`src/rtl/lcd_pkg.sv`:
```
// Shared definitions for the HD44780-style LCD bus: command bits, ctrl bit indices,
// the clear character and the receiver state encoding.
package lcd_pkg;

  localparam int CMD_CLEAR     = 0;
  localparam int CMD_HOME      = 1;
  localparam int CMD_ENTRY     = 2;
  localparam int CMD_DISPLAY   = 3;
  localparam int CMD_SET_DDRAM = 7;

  localparam int CTRL_RS = 0;
  localparam int CTRL_RW = 1;

  localparam logic [7:0] CLEAR_CHAR  = 8'h20;
  localparam int         ADDR_W      = 5;
  localparam int         DDRAM_DEPTH = 32;

  typedef enum logic [1:0] {
    ST_IDLE  = 2'd0,
    ST_CLEAR = 2'd1,
    ST_WAIT  = 2'd2
  } lcd_state_t;

  // Cursor moves one step in the entry direction, wrapping over the 32-entry image.
  function automatic logic [ADDR_W-1:0] cursor_step(input logic [ADDR_W-1:0] cur,
                                                    input logic              inc);
    return inc ? cur + ADDR_W'(1) : cur - ADDR_W'(1);
  endfunction

endpackage

```
`src/rtl/lcd_receiver_if.sv`:
```
// Parallel LCD bus as driven by lcd_unit: 8-bit data, RS/RW control and the E strobe.
interface lcd_receiver_if;
  logic [7:0] lcd_data;
  logic [1:0] lcd_ctrl;
  logic       lcd_enable;

  modport master (output lcd_data, output lcd_ctrl, output lcd_enable);
  modport slave  (input  lcd_data, input  lcd_ctrl, input  lcd_enable);
endinterface

```
`src/rtl/lcd_ddram.sv`:
```
// 32x8 character image: one synchronous write port, one registered read port
// (read-before-write on a same-index collision).
module lcd_ddram
  import lcd_pkg::*;
(
  input  logic              clk,
  input  logic              rst,
  input  logic              i_we,
  input  logic [ADDR_W-1:0] i_waddr,
  input  logic [7:0]        i_wdata,
  input  logic [ADDR_W-1:0] i_raddr,
  output logic [7:0]        o_rdata
);

  logic [7:0] r_mem [DDRAM_DEPTH];
  logic [7:0] r_rdata;

  always_ff @(posedge clk) begin
    if (i_we) r_mem[i_waddr] <= i_wdata;
  end

  always_ff @(posedge clk or posedge rst) begin
    if (rst) r_rdata <= 8'h00;
    else     r_rdata <= r_mem[i_raddr];
  end

  assign o_rdata = r_rdata;

endmodule

```
`src/rtl/lcd_receiver.sv`:
```
// Receiver for the HD44780-style bus: decodes the firmware's command subset and
// maintains a 2x16 DDRAM image readable by the video path.
module lcd_receiver
  import lcd_pkg::*;
#(
  parameter int BUSY_CYCLES = 40
) (
  input  logic              clk,
  input  logic              rst,
  lcd_receiver_if.slave     bus,
  input  logic [ADDR_W-1:0] rd_addr,
  output logic [7:0]        rd_data,
  output logic [ADDR_W-1:0] cursor,
  output logic              display_on,
  output logic              increment,
  output logic              busy,
  output logic              overrun
);

  localparam int                CNT_W    = (BUSY_CYCLES > 1) ? $clog2(BUSY_CYCLES) : 1;
  localparam logic [CNT_W-1:0]  CNT_LOAD = CNT_W'(BUSY_CYCLES - 1);

  logic              r_en_q;
  logic [7:0]        r_data_q;
  logic [1:0]        r_ctrl_q;
  lcd_state_t        r_state;
  logic [ADDR_W-1:0] r_clr_idx;
  logic [CNT_W-1:0]  r_cnt;
  logic [ADDR_W-1:0] r_cursor;
  logic              r_display_on;
  logic              r_increment;
  logic              r_busy;
  logic              r_overrun;

  logic              w_fall;
  logic              w_evt;
  logic              w_accept;
  logic              w_rs;
  logic              w_we;
  logic [ADDR_W-1:0] w_waddr;
  logic [7:0]        w_wdata;

  always_ff @(posedge clk) begin
    r_data_q <= bus.lcd_data;
    r_ctrl_q <= bus.lcd_ctrl;
  end

  // A transaction is the falling edge of E; reads (RW=1) are invisible to the receiver.
  assign w_fall   = r_en_q & ~bus.lcd_enable;
  assign w_evt    = w_fall & ~r_ctrl_q[CTRL_RW];
  assign w_accept = w_evt & (r_state == ST_IDLE);
  assign w_rs     = r_ctrl_q[CTRL_RS];

  always_ff @(posedge clk or posedge rst) begin
    if (rst) begin
      r_en_q       <= 1'b0;
      r_state      <= ST_CLEAR;
      r_clr_idx    <= '0;
      r_cnt        <= '0;
      r_cursor     <= '0;
      r_display_on <= 1'b0;
      r_increment  <= 1'b1;
      r_busy       <= 1'b1;
      r_overrun    <= 1'b0;
    end else begin
      r_en_q <= bus.lcd_enable;
      if (w_evt && (r_state != ST_IDLE)) r_overrun <= 1'b1;

      case (r_state)
        ST_IDLE: begin
          if (w_accept) begin
            r_busy  <= 1'b1;
            r_state <= ST_WAIT;
            r_cnt   <= CNT_LOAD;
            if (w_rs) begin
              r_cursor <= cursor_step(r_cursor, r_increment);
            end else if (r_data_q[CMD_SET_DDRAM]) begin
              r_cursor <= {r_data_q[6], r_data_q[3:0]};
            end else if (r_data_q[6:4] == 3'b000) begin
              if (r_data_q[CMD_DISPLAY]) begin
                r_display_on <= r_data_q[2];
              end else if (r_data_q[CMD_ENTRY]) begin
                r_increment <= r_data_q[1];
              end else if (r_data_q[CMD_HOME]) begin
                r_cursor <= '0;
              end else if (r_data_q[CMD_CLEAR]) begin
                r_cursor    <= '0;
                r_increment <= 1'b1;
                r_clr_idx   <= '0;
                r_state     <= ST_CLEAR;
              end
            end
          end
        end
        ST_CLEAR: begin
          r_clr_idx <= r_clr_idx + ADDR_W'(1);
          if (r_clr_idx == ADDR_W'(DDRAM_DEPTH - 1)) begin
            r_state <= ST_WAIT;
            r_cnt   <= CNT_LOAD;
          end
        end
        ST_WAIT: begin
          if (r_cnt == '0) begin
            r_state <= ST_IDLE;
            r_busy  <= 1'b0;
          end else begin
            r_cnt <= r_cnt - CNT_W'(1);
          end
        end
        default: begin
          r_state <= ST_IDLE;
          r_busy  <= 1'b0;
        end
      endcase
    end
  end

  // Clear sweep and data writes never coincide: data writes are only accepted in IDLE.
  assign w_we    = (r_state == ST_CLEAR) | (w_accept & w_rs);
  assign w_waddr = (r_state == ST_CLEAR) ? r_clr_idx : r_cursor;
  assign w_wdata = (r_state == ST_CLEAR) ? CLEAR_CHAR : r_data_q;

  lcd_ddram u_ddram (
    .clk     (clk),
    .rst     (rst),
    .i_we    (w_we),
    .i_waddr (w_waddr),
    .i_wdata (w_wdata),
    .i_raddr (rd_addr),
    .o_rdata (rd_data)
  );

  assign cursor     = r_cursor;
  assign display_on = r_display_on;
  assign increment  = r_increment;
  assign busy       = r_busy;
  assign overrun    = r_overrun;

endmodule

```
`src/flat_wrapper.sv`:
```
// flat-port wrapper written by rule: the top's interface ports become plain ports
module lcd_receiver_flat import lcd_pkg::*;
#(
  parameter int BUSY_CYCLES = 40
)
  (clk, rst, rd_addr, rd_data, cursor, display_on, increment, busy, overrun, bus_lcd_data, bus_lcd_ctrl, bus_lcd_enable);
  lcd_receiver_if bus_i ();
  input  logic clk;
  input  logic rst;
  input  logic [ADDR_W-1:0] rd_addr;
  output logic [7:0] rd_data;
  output logic [ADDR_W-1:0] cursor;
  output logic display_on;
  output logic increment;
  output logic busy;
  output logic overrun;
  input wire logic [$bits(bus_i.lcd_data)-1:0] bus_lcd_data;
  input wire logic [$bits(bus_i.lcd_ctrl)-1:0] bus_lcd_ctrl;
  input wire logic [$bits(bus_i.lcd_enable)-1:0] bus_lcd_enable;
  assign bus_i.lcd_data = bus_lcd_data;
  assign bus_i.lcd_ctrl = bus_lcd_ctrl;
  assign bus_i.lcd_enable = bus_lcd_enable;
  lcd_receiver #(.BUSY_CYCLES(BUSY_CYCLES)) u_core (.clk(clk), .rst(rst), .bus(bus_i), .rd_addr(rd_addr), .rd_data(rd_data), .cursor(cursor), .display_on(display_on), .increment(increment), .busy(busy), .overrun(overrun));
endmodule
```
`config.mk`:
```
export PLATFORM = sky130hd
export DESIGN_NAME = lcd_receiver_flat
export DESIGN_NICKNAME = d
export VERILOG_FILES = /design/src/rtl/lcd_pkg.sv /design/src/rtl/lcd_receiver_if.sv /design/src/rtl/lcd_ddram.sv /design/src/rtl/lcd_receiver.sv /design/src/flat_wrapper.sv
export SDC_FILE = /design/constraint.sdc
export NUM_CORES = 1
export LEC_CHECK = 0
export BUFFER_PORTS_ARGS = -buffer_cell sky130_fd_sc_hd__buf_4
export CORE_ASPECT_RATIO = 1.1
export CORE_MARGIN = 2
export CORE_UTILIZATION = 62
export DETAILED_ROUTE_END_ITERATION = 10
export GPL_ROUTABILITY_DRIVEN = 0
export PLACE_DENSITY = 0.79
export SLEW_MARGIN = 10
export SYNTH_ARGS = -nofsm -noshare
export SYNTH_HDL_FRONTEND = slang
export SYNTH_SLANG_ARGS = --single-unit
```
`constraint.sdc`:
```
create_clock -name clk -period 2.7 [get_ports clk]
set_clock_uncertainty 0.05 [all_clocks]
set_input_delay 0.135 -clock clk [delete_from_list [all_inputs] [get_ports clk]]
set_output_delay 0.135 -clock clk [all_outputs]
set_load 0.01 [all_outputs]
```
==> results.md, run 1 <==
* Status: finished clean
* DRC at 0
* Highest clock rate at 0.3908 GHz
* Syn_area_per_cell at 19.56 um^2
* Number of max-cap violations at 0
* R2R depth at 6
* Vias at 6269
* Hold path depth at 3
* Pwr Density at 735.6 nW/um^2
* Grt total ovfl at 0
* Starting density of the core at 63.62%
* R2r startpoint: u_core.r_state[0]
* Die area at 20150 um^2
* Max FO, Critical Path at 15
* Top post-synthesis cells by count: 256 x edfxtp_1, 80 x mux4_2, 49 x nor2_1
* Yosys top cell area share at 65.17%
* Core Area at 18540 um^2
* Die width at 135.5 um
* Layout Utilization at 74.24%
* Nets at 732
* Max VDD drop at 0.0005648 V
* CTS Sinks at 297
* Share of cells above drive strength 1 at 32.14%
* Synth area leader: edfxtp_1
* Vias in the first global route at 6373
* Pre-CTS WS at 122.6 ps
* CTS tree: yes
* Post-synth ARST share at 10.44%
* Clk buf depth at 3
* CP Data Arrival Time at 2820 ps
* Slowest-stage cell, CP: o21ai_1
* Final Cycle Share at 94.78%
* Synthesis Warnings at 0
* Final min period at 2559 ps
* CTS H-tree depth at 1
* FF-to-FF setup slack at 140 ps
* Antenna diode count at 0
* Synth Register Bits at 297
* Cell count after synthesis at 603
* Fill cell count at 1013
* IO buf count at 34
* Count leader, synth: edfxtp_1
* Boundary pin count at 35
* Worst min-delay path class: in -> reg
* CP peak stage delay at 730 ps
* Rows at 52
* Critical path class: reg -> reg
* Worst Setup Slack, final at 140.9 ps
* Most used DFF post-synth: edfxtp_1
* Cell area after synthesis at 11800 um^2
* Fin. max-slew vios at 0
* Initial antenna violation count at 0
* Hold slack at 141.3 ps
* Hold Path End: u_core.u_ddram.o_rdata[6]
* Hpwl dp at 15940 um
* Synth unique cells at 47
* Hold Path Origin: rd_addr[4]
* Worst-Skew Late Latency at 550 ps
* Pin count of the biggest net entering global routing at 41
* Die Height at 148.7 um
* Via-per-instance ratio at 6.456
* Routed wire per std cell at 26.33 um
* Crit. End Element: flip-flop
* Post-synthesis sequential area ratio at 73.47%
* Crit-path leading delay family: compound AO/OA/AOI/OAI gates
* Initial drt markers at 659
* Layout area overhead at 16.69%
* Pre-antenna DRT Iters at 5
* Syn_nets at 629
* Total negative setup slack at 0 ps
* RSZ-0062 raised after global routing: false
* Final Setup Violations at 0
* CTS root buf: clkbuf_16
* Max_slew headroom at 37.53%
* Startpoint Class: flip-flop
* CP Buf/Inv Count at 2
* Critical R2R Capture: u_core.u_ddram.r_mem[2][1]
* Number of buffers created by CTS at 28
* WP data required at 2960 ps
* Synth area leaders: edfxtp_1 65%, mux4_2 15%, dfrtp_1 5.9%
* Fin. Hold Viols at 0
* First-pass GRT wire length at 40000 um
* Routed Antenna Nets at 0
* Slew @ Worst Pin at 930.8 ps
* GRT Total Usage at 26.94%
* Worst-path clk slew at 70 ps
* Total wire length at 25570 um
* Critical-path cell list: nor2b_1, buf_12, nor3_1, o21ai_1, nor2_1, buf_4
* Setup Buffers After CTS at 0
* Static leakage at 0.004715 uW
* EDFF count, synth at 256
==> kinds of logic after synthesis <==
logic type | share of synthesized area, %
AND/OR/NAND/NOR | 5.378
AO/OA/AOI/OAI | 2.121
XOR/XNOR | 0.1485
buffers and inverters | 1.379
adder cells (fa/ha/maj) | 0.9121
flip-flops | 73.47
multiplexers | 16.59
==> power by group <==
part | switching (uW) | leakage [uW] | internal [uW]
Combinational | 583 | 0.00151 | 454
Clock | 1650 | 0.000455 | 2210
Sequential | 134 | 0.00275 | 5100
Total | 2370 | 0.00471 | 7760
==> worst max path at each step <==
stage                                  from                          end  slack, ps  cells past startpoint
final                     u_core.r_state[0]   u_core.u_ddram.r_mem[2][1]        140                      6
after global placement    u_core.r_state[0]   u_core.u_ddram.r_mem[9][5]        240                      6
after global routing      u_core.r_state[0]   u_core.u_ddram.r_mem[2][7]         40                      6
after detailed placement  u_core.r_state[0]  u_core.u_ddram.r_mem[17][5]        120                      6
after floorplan           u_core.r_state[0]   u_core.u_ddram.r_mem[9][0]        370                      7
after CTS                 u_core.r_state[0]   u_core.u_ddram.r_mem[9][3]         40                      6
==> placed cells by master (no fill, tap or decap), types with 3 or more instances in the layout <==
cell type      Yosys  routed
a21o_1             3       3
a21oi_1           13      13
a22o_1             4       4
and2_1             6       6
buf_12             0       7
buf_4              6      79
clkbuf_1          11       5
clkbuf_16          0      30
clkbuf_8           0       3
clkinv_2           0       8
dfrtp_1           28      28
dfstp_2            3       3
dfxtp_1           10      10
dlygate4sd3_1      0      13
edfxtp_1         256     256
ha_1               7       7
inv_1              9       9
mux2_2            12      12
mux4_2            80      80
nand2_1           24      24
nand2b_1           5       5
nand3_1           13      13
nand3b_1           4       4
nor2_1            49      48
nor2b_1            4       4
nor3_1             8       8
nor3b_1            5       5
o31ai_1            4       4
or3_1              3       3
==> repair_timing <==
action | in CTS | in global routing
hold buffers | 13 | 0
setup endpoints to repair | 0 | 64
gates resized for setup | 0 | 1
endpoints found under the hold margin | 51 | 0
==> metrics by stage <==
stage	total power [uW]	cells	instance area (um^2)
detailed placement	6337	906	12710
global route	10440	971	13770
finish	10130	971	13770
global placement	6278	906	12710
CTS	10160	971	13760
floorplan	5960	603	11800
==> metal layers <==
metal,up-vias,share of wire [%],track usage [%],wire (um)
li1,2635,-,-,-
met1,3263,40,39.27,10270
met2,326,51,44.59,12990
met3,45,7.0,3.476,1799
met4,0,2.0,6.563,510
met5,-,0,0,0
==> registers in the layout, summed over array words and instances, names as in the netlist <==
name and count:
u_core.overrun 1, u_core.u_ddram.r_mem 256, u_core.u_ddram.o_rdata 8, u_core.busy 1, u_core.cursor 5, u_core.r_ctrl_q 2
u_core.r_data_q 8, u_core.r_en_q 1, u_core.display_on 1, u_core.r_clr_idx 5, u_core.r_state 2, u_core.increment 1
u_core.r_cnt 6
==> final cells by class <==
cell class / instances / area, um^2 / area share [%]
inverter: 9 / 33.78 / 0.2454
timing repair buffer: 99 / 863.3 / 6.272
clock inverter: 14 / 113.9 / 0.8271
clock buffer: 38 / 810.8 / 5.890
multi-input combinational: 271 / 2973 / 21.60
sequential: 297 / 8667 / 62.96
tap: 243 / 304.0 / 2.209
==> tightest hold or removal path, cell delays in order <==
cell and delay, ps:
buf_4 190, mux4_2 240, mux2_2 150
(Power assumes the default switching activity.)
==> run 2: changes to the inputs <==
--- a/config.mk
+++ b/config.mk
@@ -11,7 +11,7 @@
 export CORE_UTILIZATION = 62
 export DETAILED_ROUTE_END_ITERATION = 10
 export GPL_ROUTABILITY_DRIVEN = 0
-export PLACE_DENSITY = 0.79
+export PLACE_DENSITY = 0.84
 export SLEW_MARGIN = 10
 export SYNTH_ARGS = -nofsm -noshare
 export SYNTH_HDL_FRONTEND = slang
==> run 2 against run 1 <==
  * Cell count fell by 0.31%
  * Final area fell by 0.16%
  * Critical endpoint is now u_core.u_ddram.r_mem[2][6]
  * Largest cell class unchanged
  * Sequential share of layout area rose by 0.10 points
  * Die area did not move
  * Critical path depth did not move
  * Flip-flop and latch count did not move
  * Non-clock buffer count fell by 4
==> results.md, run 2 (synthesized netlist as in run 1, its figures left out) <==
* Status: finished clean
* Final Setup Violations at 0
* CP peak stage delay at 730 ps
* GRT Total Usage at 27.52%
* Worst-path clk slew at 60 ps
* Clk buf depth at 3
* Startpoint Class: flip-flop
* Hold Path End: u_core.u_ddram.o_rdata[3]
* Slew @ Worst Pin at 936.3 ps
* Max FO, Critical Path at 15
* Highest clock rate at 0.3811 GHz
* Hold path depth at 3
* Crit. End Element: flip-flop
* CP Depth at 6
* Worst-Skew Late Latency at 530 ps
* Total negative setup slack at 0 ps
* Fin. max-slew vios at 0
* Share of cells above drive strength 1 at 31.77%
* Max_slew headroom at 37.16%
* Inst Count DP at 902
* CTS root buf: clkbuf_16
* Routed wire per std cell at 27.14 um
* Die area at 20150 um^2
* Vias at 6410
* Initial antenna violation count at 1
* CP Data Arrival Time at 2870 ps
* Rows at 52
* Pre-antenna DRT Iters at 5
* Total wire length at 26270 um
* Critical-path cell list: nor2b_1, buf_12, nor3_1, o21ai_1, nor2_1, buf_4
* Vias in the first global route at 6546
* Nets at 728
* Starting density of the core at 63.62%
* Number of buffers created by CTS at 28
* RSZ-0062 raised after global routing: false
* Via-per-instance ratio at 6.622
* Commonest non-fill, non-tap cell in the layout: edfxtp_1
* Grt total ovfl at 0
* Non-Filler Instances at 968
* Layout area overhead at 16.50%
* Routed Antenna Nets at 0
* Max VDD drop at 0.0006316 V
* Crit-path leading delay family: compound AO/OA/AOI/OAI gates
* Boundary pin count at 35
* Slowest-stage cell, CP: o21ai_1
* Final Cycle Share at 97.18%
* Initial drt markers at 840
* Static leakage at 0.004697 uW
* WP data required at 2940 ps
* Most frequent cells in the layout: 256 x edfxtp_1, 80 x mux4_2, 78 x buf_4
* Hpwl dp at 15520 um
* First-pass GRT wire length at 40230 um
* CTS tree: yes
* Hold slack at 165.1 ps
* DRC at 0
* Final min period at 2624 ps
* CP Buf/Inv Count at 2
* IO buf count at 34
* Fin. Hold Viols at 0
* Pwr Density at 752.2 nW/um^2
* Top reg by flops: u_core.u_ddram.r_mem
* R2R depth at 6
* Number of max-cap violations at 0
* DP Area at 12640 um^2
* Die Height at 148.7 um
* FF-to-FF setup slack at 80 ps
* CTS H-tree depth at 1
* Critical path class: reg -> reg
* R2r startpoint: u_core.r_state[0]
* Setup Buffers After CTS at 0
* Fill cell count at 1021
* Critical R2R Capture: u_core.u_ddram.r_mem[2][6]
* Largest register FFs at 256
* Final Instance Area at 13740 um^2
* Core Area at 18540 um^2
* Worst min-delay path class: in -> reg
* Pin count of the biggest net entering global routing at 36
* Hold Path Origin: rd_addr[4]
* Die width at 135.5 um
* CTS Sinks at 297
run 2: cell count changes in the layout (fill, tap and decap cells not counted), sizes merged:
cell	delta
buf	-4
clkinv	-3
bufinv	+3
diode	+1
clkbuf	-1
inv	+1
run 2: area by class of cell:
cell class | count | area, um^2 | share of cell area [%]
Antenna cell | 1 | 2.502 | 0.01821
Clock buffer | 37 | 775.7 | 5.645
Clock inverter | 15 | 185.2 | 1.347
Inverter | 9 | 33.78 | 0.2458
Multi-Input combinational cell | 271 | 2979 | 21.68
Sequential cell | 297 | 8667 | 63.06
Tap cell | 243 | 304.0 | 2.212
Timing Repair Buffer | 95 | 795.8 | 5.790
run 2: worst max path at each step:
stage	start	to	slack [ps]
after floorplan	u_core.r_state[0]	u_core.u_ddram.r_mem[9][0]	370
after global placement	u_core.r_state[0]	u_core.u_ddram.r_mem[2][6]	160
after detailed placement	u_core.r_state[0]	u_core.u_ddram.r_mem[2][4]	120
after CTS	u_core.r_state[0]	u_core.u_ddram.r_mem[16][7]	140
after global routing	u_core.r_state[0]	u_core.u_ddram.r_mem[16][7]	30
final	u_core.r_state[0]	u_core.u_ddram.r_mem[2][6]	80
run 2: what timing repair did:
item / CTS / global route
endpoints found under the setup margin: 16 / 22
hold buffers: 13 / 0
gates resized for setup: 2 / 1
cloned: 0 / 0
endpoints found under the hold margin: 51 / 0
run 2: worst register-to-register path: stages, from the launching register on:
cell and delay [ps]:
dfstp_2 650, nor2b_1 320, buf_12 190, nor3_1 60
o21ai_1 730, nor2_1 160, buf_4 220
run 2: through the flow:
step	total power, uW	worst slack [ps]	utilization (%)
finish	10340	76.08	74.12
global route	10650	29.33	74.10
CTS	10370	137.0	74.09
detailed placement	6321	123.8	68.16
global placement	6260	163.1	68.16
floorplan	5960	371.3	-
run 2: metal layers:
layer / GRT usage, % / routed length, um
met3: 4.635 / 2352
met1: 38.33 / 9842
met5: 0 / 0
met2: 45.94 / 13380
met4: 8.073 / 699
run 2: report_power, final:
part	internal (uW)	leakage, uW	total [uW]	switching (uW)
clock	2410	0.000467	4050	1640
sequential	5100	0.00275	5230	128
combinational	452	0.00148	1060	613
total	7960	0.00470	10300	2380
